`src/rtl/ssram_arb2.sv`:
```
// Two-initiator arbiter onto a single SSRAM-style target: zero-latency request mux with
// round-robin/lock arbitration, in-order owner FIFO for response routing, orphan detection.
module ssram_arb2 #(
  parameter int C_OSTD_DEPTH = 4
) (
  input  logic        clk_i,
  input  logic        resetb_i,
  input  logic        clk_en_i,
  // initiator 0: instruction, read-only
  output logic        i0reqready_o,
  input  logic        i0reqvalid_i,
  input  logic [31:0] i0reqaddr_i,
  input  logic        i0rspready_i,
  output logic        i0rspvalid_o,
  output logic        i0rsprerr_o,
  output logic [31:0] i0rspdata_o,
  // initiator 1: data
  output logic        i1reqready_o,
  input  logic        i1reqvalid_i,
  input  logic        i1reqdvalid_i,
  input  logic [1:0]  i1reqsize_i,
  input  logic [31:0] i1reqaddr_i,
  input  logic [31:0] i1reqdata_i,
  input  logic        i1rspready_i,
  output logic        i1rspvalid_o,
  output logic        i1rsprerr_o,
  output logic [31:0] i1rspdata_o,
  // target
  input  logic        treqready_i,
  output logic        treqvalid_o,
  output logic        treqdvalid_o,
  output logic [1:0]  treqsize_o,
  output logic [31:0] treqaddr_o,
  output logic [31:0] treqdata_o,
  output logic        trspready_o,
  input  logic        trspvalid_i,
  input  logic        trsprerr_i,
  input  logic [31:0] trspdata_i,
  output logic        orphan_o
);

  localparam int PW = $clog2(C_OSTD_DEPTH);
  localparam int CW = PW + 1;

  typedef enum logic {OPEN = 1'b0, LOCKED = 1'b1} arb_st_t;

  typedef struct packed {
    logic        dvalid;
    logic [1:0]  size;
    logic [31:0] addr;
    logic [31:0] data;
  } req_t;

  arb_st_t                 locked_q;
  logic                    lockown_q;
  logic                    last_q;
  logic [C_OSTD_DEPTH-1:0] own_mem;
  logic [PW-1:0]           wptr_q;
  logic [PW-1:0]           rptr_q;
  logic [CW-1:0]           cnt_q;
  logic                    orphan_q;

  logic act, own, gvalid, full, empty, head;
  logic push, pop, rsp_acc, orphan_set;
  req_t req0, req1, treq;

  // reset and clock-enable both silence every handshake output
  assign act   = clk_en_i & resetb_i;
  assign full  = (cnt_q == CW'(C_OSTD_DEPTH));
  assign empty = (cnt_q == '0);
  assign head  = own_mem[rptr_q];

  always_comb begin
    own = 1'b0;
    if (locked_q == LOCKED)
      own = lockown_q;
    else if (i0reqvalid_i && i1reqvalid_i)
      own = ~last_q;
    else if (i1reqvalid_i)
      own = 1'b1;
  end

  always_comb begin
    req0 = '{dvalid: 1'b0, size: 2'b10, addr: i0reqaddr_i, data: 32'h0};
    req1 = '{dvalid: i1reqdvalid_i, size: i1reqsize_i, addr: i1reqaddr_i, data: i1reqdata_i};
    treq = own ? req1 : req0;
  end

  assign gvalid       = own ? i1reqvalid_i : i0reqvalid_i;
  assign treqvalid_o  = act & gvalid & ~full;
  assign treqdvalid_o = treq.dvalid;
  assign treqsize_o   = treq.size;
  assign treqaddr_o   = treq.addr;
  assign treqdata_o   = treq.data;

  // full blocks acceptance even when a pop lands this cycle: no response-to-request path
  assign i0reqready_o = act & ~own & treqready_i & ~full;
  assign i1reqready_o = act &  own & treqready_i & ~full;
  assign push         = treqvalid_o & treqready_i;

  assign trspready_o  = act & (empty | (head ? i1rspready_i : i0rspready_i));
  assign i0rspvalid_o = act & ~empty & ~head & trspvalid_i;
  assign i1rspvalid_o = act & ~empty &  head & trspvalid_i;
  assign i0rsprerr_o  = ~empty & ~head & trsprerr_i;
  assign i1rsprerr_o  = ~empty &  head & trsprerr_i;
  assign i0rspdata_o  = (~empty & ~head) ? trspdata_i : 32'h0;
  assign i1rspdata_o  = (~empty &  head) ? trspdata_i : 32'h0;

  assign rsp_acc    = trspvalid_i & trspready_o;
  assign pop        = rsp_acc & ~empty;
  assign orphan_set = rsp_acc & empty;
  assign orphan_o   = orphan_q;

  always_ff @(posedge clk_i) begin
    if (!resetb_i) begin
      locked_q  <= OPEN;
      lockown_q <= 1'b0;
      last_q    <= 1'b1;
      wptr_q    <= '0;
      rptr_q    <= '0;
      cnt_q     <= '0;
      orphan_q  <= 1'b0;
    end else if (clk_en_i) begin
      case (locked_q)
        OPEN: if (treqvalid_o && !treqready_i) begin
          locked_q  <= LOCKED;
          lockown_q <= own;
        end
        LOCKED: if (push) locked_q <= OPEN;
        default: locked_q <= OPEN;
      endcase
      if (push) begin
        last_q <= own;
        wptr_q <= wptr_q + 1'b1;
      end
      if (pop) rptr_q <= rptr_q + 1'b1;
      case ({push, pop})
        2'b10:   cnt_q <= cnt_q + 1'b1;
        2'b01:   cnt_q <= cnt_q - 1'b1;
        default: cnt_q <= cnt_q;
      endcase
      if (orphan_set) orphan_q <= 1'b1;
    end
  end

  // owner storage needs no reset: entries are only read while the count says they are live
  always_ff @(posedge clk_i) begin
    if (resetb_i && clk_en_i && push) own_mem[wptr_q] <= own;
  end

endmodule
```
`config.mk`:
```
export PLATFORM = sky130hd
export DESIGN_NAME = ssram_arb2
export DESIGN_NICKNAME = d
export VERILOG_FILES = /design/src/rtl/ssram_arb2.sv
export SDC_FILE = /design/constraint.sdc
export NUM_CORES = 1
export LEC_CHECK = 0
export BUFFER_PORTS_ARGS = -buffer_cell sky130_fd_sc_hd__buf_2
export CAP_MARGIN = 20
export CORE_AREA = 2 2 108 110
export CTS_BUF_LIST = sky130_fd_sc_hd__clkbuf_8
export DETAILED_ROUTE_END_ITERATION = 7
export DIE_AREA = 0 0 110 112
export HOLD_SLACK_MARGIN = 0.15
export PLACE_DENSITY = 0.61
export RECOVER_POWER = 100
export SKIP_LAST_GASP = 1
export SLEW_MARGIN = 40
export SYNTH_ARGS = -nofsm -noshare
export SYNTH_HDL_FRONTEND = slang
export SYNTH_SLANG_ARGS = --single-unit
```
`constraint.sdc`:
```
create_clock -name clk_i -period 4.3 [get_ports clk_i]
set_clock_uncertainty 0.1 [all_clocks]
set_input_delay 1.29 -clock clk_i [delete_from_list [all_inputs] [get_ports clk_i]]
set_output_delay 1.29 -clock clk_i [all_outputs]
set_load 0.03 [all_outputs]
```
* Yosys cells after proc, flatten, opt, wreduce, memory -nomap -nowiden
Index checks and enable logic that the tools add are counted.
** Cells by class
- $add $sub $neg :: 4
- $lt $le $gt $ge :: 3
- Equal/unequal tests :: 3
- Muxes and demuxes :: 17
- Bitwise gates (word level) :: 30
- Reduce and logical (&&, ||, !) cells :: 13
** Operators by type and width (number)
- $mux W67 :: 1
- $mux W32 :: 2
- $and A1 B1 Y1 :: 23
- $mux W1 :: 9
- $reduce_and A2 Y1 :: 4
- $lt A2 B3 Y1 const B :: 2
- $not A1 Y1 :: 6
- $pmux W3 S2 :: 1
- $logic_and A1 B1 Y1 :: 5
- $add A2 B1 Y2 const B :: 2
- $bwmux W4 :: 1
- $add A3 B1 Y3 const B :: 1
- $eq A3 B3 Y1 const B :: 1
- $logic_not A3 Y1 :: 1
- $reduce_and A3 Y1 :: 1
- $sub A3 B1 Y3 const B :: 1
- $bmux W1 S2 :: 1
- $demux W1 S2 :: 1
- $eq A2 B1 Y1 const B :: 1
- $eq A2 B2 Y1 const B :: 1
- $ge A2 B1 Y1 const B :: 1
- $pmux W1 S2 :: 1
- $reduce_bool A2 Y1 :: 1
- $logic_not A1 Y1 :: 1
- $or A1 B1 Y1 :: 1
** Word-level totals
- Flip-flop bits (word level) :: 15
- Bits of input ports :: 141
- Output and inout port bits :: 140
- Word-level logic and storage cells :: 78

* Longest topological paths before layout
- Depth in word-level cells :: 10
- Gate-level depth with buffers :: 11
- Mapped depth without buffers :: 11

* Least setup slack after synthesis
Ideal clock, no wire load.
- Path type :: input -> output
- Start point :: input port i1reqvalid_i
- End point :: output port treqdata_o[10]
- Arrival :: 2.468 ns
- Data required time :: 2.910 ns
- Setup slack :: 0.442 ns
- Stages :: 5
- Buffers on the path :: 2
- Cells stage by stage :: a21bo_2 o21a_1 buf_2 clkbuf_1 nor2b_1
** On the way
- Cells in the longest elaborated chain, start to end :: 4
- Elaborated cells on any way between the ends :: 5
- Classes of those cells :: mux (4); reduce/logical (1)
** Ends and longest elaborated chain
- start, declared :: line 19 : input logic i1reqvalid_i,
- $mux W1 or $logic_and A1 B1 Y1 (tied branches) :: line 79, 77
- $mux W1 * :: line 77 : else if (i0reqvalid_i && i1reqvalid_i)
- $mux W1 * :: line 75 : if (locked_q == LOCKED)
- $mux W67 * :: line 86 : treq = own ? req1 : req0;
- end, declared :: line 34 : output logic [31:0] treqdata_o,
Every way passes the cells marked *; elsewhere a longest branch is shown, timed or not.

* Final worst setup path
- Start point :: input port i1reqvalid_i
- End point :: output port treqaddr_o[27]
** On the way
- Cells in the longest elaborated chain, start to end :: 4
- Elaborated cells on any way between the ends :: 5
- Classes of those cells :: mux (4); reduce/logical (1)
** Ends and longest elaborated chain
- $mux W1 or $logic_and A1 B1 Y1 (tied branches) :: line 79, 77
- $mux W1 * :: line 77
- $mux W1 * :: line 75
- $mux W67 * :: line 86
- end, declared :: line 33 : output logic [31:0] treqaddr_o,
Marks and branches as above.

==> metrics.txt <==
Setup crit start kind primary input; post-synthesis xor/xnor area fraction 0.01352; sequential fraction of the synthesis area 0.1751; Distinct cells, synth 37; Post-synth ARST share 0; Pint roughly 0.34 mW; TritonCTS buffer count 3; gr ovfl total 0; Synth Area in Adders 0.04250; status finished clean; Die Height approximately 110 um; mux cell area share after synthesis 0.2279; CP max FO slightly below 70; LEAKAGE about 1.6 nW; number of detailed-route iterations in the first pass 4; most common cell after layout, fill and taps aside buf_2; Max VDD drop 0.08867 mV; site row count 39; largest family of logic cells by synthesized area simple AND/OR/NAND/NOR gates; final period utilization 0.9589; area delta synth->final 71.86%; CTS tree yes; io pins approximately 280; crit end category output pin; largest net degree at the start of global routing slightly below 70; clock sink count 15; Comb power frac 0.570; Syn Nets roughly 420; Initial Util 0.1739; CTS root buf clkbuf_8; synthesized area 1943 um^2; number of setup buffers added after CTS 0; RSZ-0062 raised after global routing no; Core Region 11170 um^2; Initial DRC Count between 60 and 70; r2r worst-path depth 11; post-DR vias/cell about 4; Setup CP Type in -> out; Setup Viol. Count Final 0; dominant synthesized flop cell dfxtp_1; worst slew pin tran around 770 ps; switch share 0.4569; final hold violations 0; wire per inst 12.46 um; Post-Synthesis Cells about 280; Fin Setup TNS 0 ps; Synthesis Warnings 0; post-cts resize count 0; Switching Power 0.2872 mW; Mapped Avg Cell Area 7.015 um^2; Fmax roughly 240 MHz; worst path required time 2910 ps; post-DP HPWL 7306 um; Placer Congestion roughly 0.8; Reg2Reg Setup Slack 1600 ps; DRC Markers 0; worst-skew pair later-pin latency ~250 ps; ANT cells 0; Data arrival, critical path around 2700 ps; Total Wirelength 8572 um; PortBufs 280; vias post-DR roughly 2800; H-tree depth 1; Clock Path Buffers 2; simple-gate share of the synthesized area 0.4070; crit path time final between 4000 and 5000 ps; initial antenna violation count 0; die width about 110 um; Pwr Density 188.2 nW/um^2; Layout Utilization 0.2988; Clock transition at path regs roughly 60 ps; Post-synth EDFFs 4; WHS Path Cells 1; vias in the first global route about 2400; HP Class reg -> reg; first-pass GRT wire length between 10000 and 15000 um; Max Slew Vio Count 0; register bit total from synthesis 15; share of layout cells above drive strength 1 0.4018; Clock Power Share 0.186; Antenna Nets Post-Route 0; Worst slew margin 0.4835; Max Cap Violations 0; most frequent cells in the layout buf_2 (141), clkbuf_1 (108), nor2_1 (76); register share of total power 0.244; final net count 693; hold_buf cts 0; die area approximately 12000 um^2; Compound-Gate Fraction of Synth Area 0.06053; gr usage total 0.1233
==> cells in the mapped netlist (all sizes together) (3+ instances only) <==
cell | instances | share of area
mux2i | 6 | 0.031
xnor2 | 3 | 0.014
nor2b | 35 | 0.11
dfxtp | 11 | 0.11
o211a | 3 | 0.015
a21oi | 3 | 0.0077
and3 | 4 | 0.013
edfxtp | 4 | 0.062
nor2 | 76 | 0.15
buf | 15 | 0.050
nand2 | 42 | 0.081
o21ai | 3 | 0.0097
ha | 5 | 0.032
clkbuf | 5 | 0.010
o21a | 3 | 0.012
mux2 | 34 | 0.20
inv | 7 | 0.014
==> per-stage QoR <==
stage | setup WS (ps) | hold WS, ps | power (mW) | area (um^2) | cells
6_report | 176.7 | 379.1 | 0.6285 | 3339 | 688
5_1_grt | 112.5 | 423.0 | 0.6683 | 3339 | 688
4_1_cts | 249.0 | 389.0 | 0.6492 | 3498 | 688
3_5_place_dp | 253.9 | 374.2 | 0.5274 | 3452 | 684
3_3_place_gp | 291.0 | 377.2 | 0.5283 | 3451 | 684
2_1_floorplan | 441.9 | 361.3 | 0.3918 | 1943 | 277
==> power groups by stage <==
stage	sequential (mW)	combinational (mW)	clock (mW)
floorplan	0.157	0.235	0
global placement	0.156	0.372	0
detailed placement	0.156	0.371	0
CTS	0.153	0.373	0.123
global route	0.154	0.386	0.129
finish	0.153	0.358	0.117
==> flip-flops by register name, summed over array words and instances (netlist names), named ones only <==
register / cells
orphan_o: 1
last_q: 1
rptr_q: 2
wptr_q: 2
cnt_q: 3
own_mem: 4
lockown_q: 1
==> logic make-up (layout without fill, tap and decap cells) <==
| kind of cell | count (synthesis) | in the layout |
|---|---|---|
| adder cells (fa/ha/maj) | 6 | 6 |
| multiplexers | 40 | 40 |
| XOR/XNOR | 3 | 3 |
| flip-flops | 15 | 15 |
| buffers and inverters | 27 | 295 |
| AND/OR/NAND/NOR | 170 | 170 |
| AO/OA/AOI/OAI | 16 | 16 |
==> area by class of cell <==
type | instances | area [um^2]
clock buffers | 3 | 41.29
clock inverters | 1 | 5.005
fillers | 1304 | 7835
inverters | 7 | 26.28
multi-input cells | 235 | 1444
flip-flops and latches | 15 | 340.3
well taps | 143 | 178.9
repair buffers | 284 | 1304
==> layer usage <==
layer / vias to the layer above / global-route usage / wire, um
li1: 1431 / - / -
met1: 1194 / 0.1327 / 3120
met2: 172 / 0.2401 / 4464
met3: 6 / 0.02459 / 887
met4: 0 / 0.02700 / 100
met5: - / 0 / 0
==> final timing paths <==
kind | start | endpoint
worst max register to register | rptr_q[1] | cnt_q[2]
worst min register to register | orphan_o | orphan_o
worst max-delay path | i1reqvalid_i | treqaddr_o[27]
worst min-delay path | orphan_o | orphan_o
==> critical path: stages <==
cell      delay (ps)
clkbuf_1         100
a21bo_2          200
o21a_1           220
buf_12           290
mux2_2           390
clkbuf_2         200
Note: power is estimated with default switching activity, not from simulation.
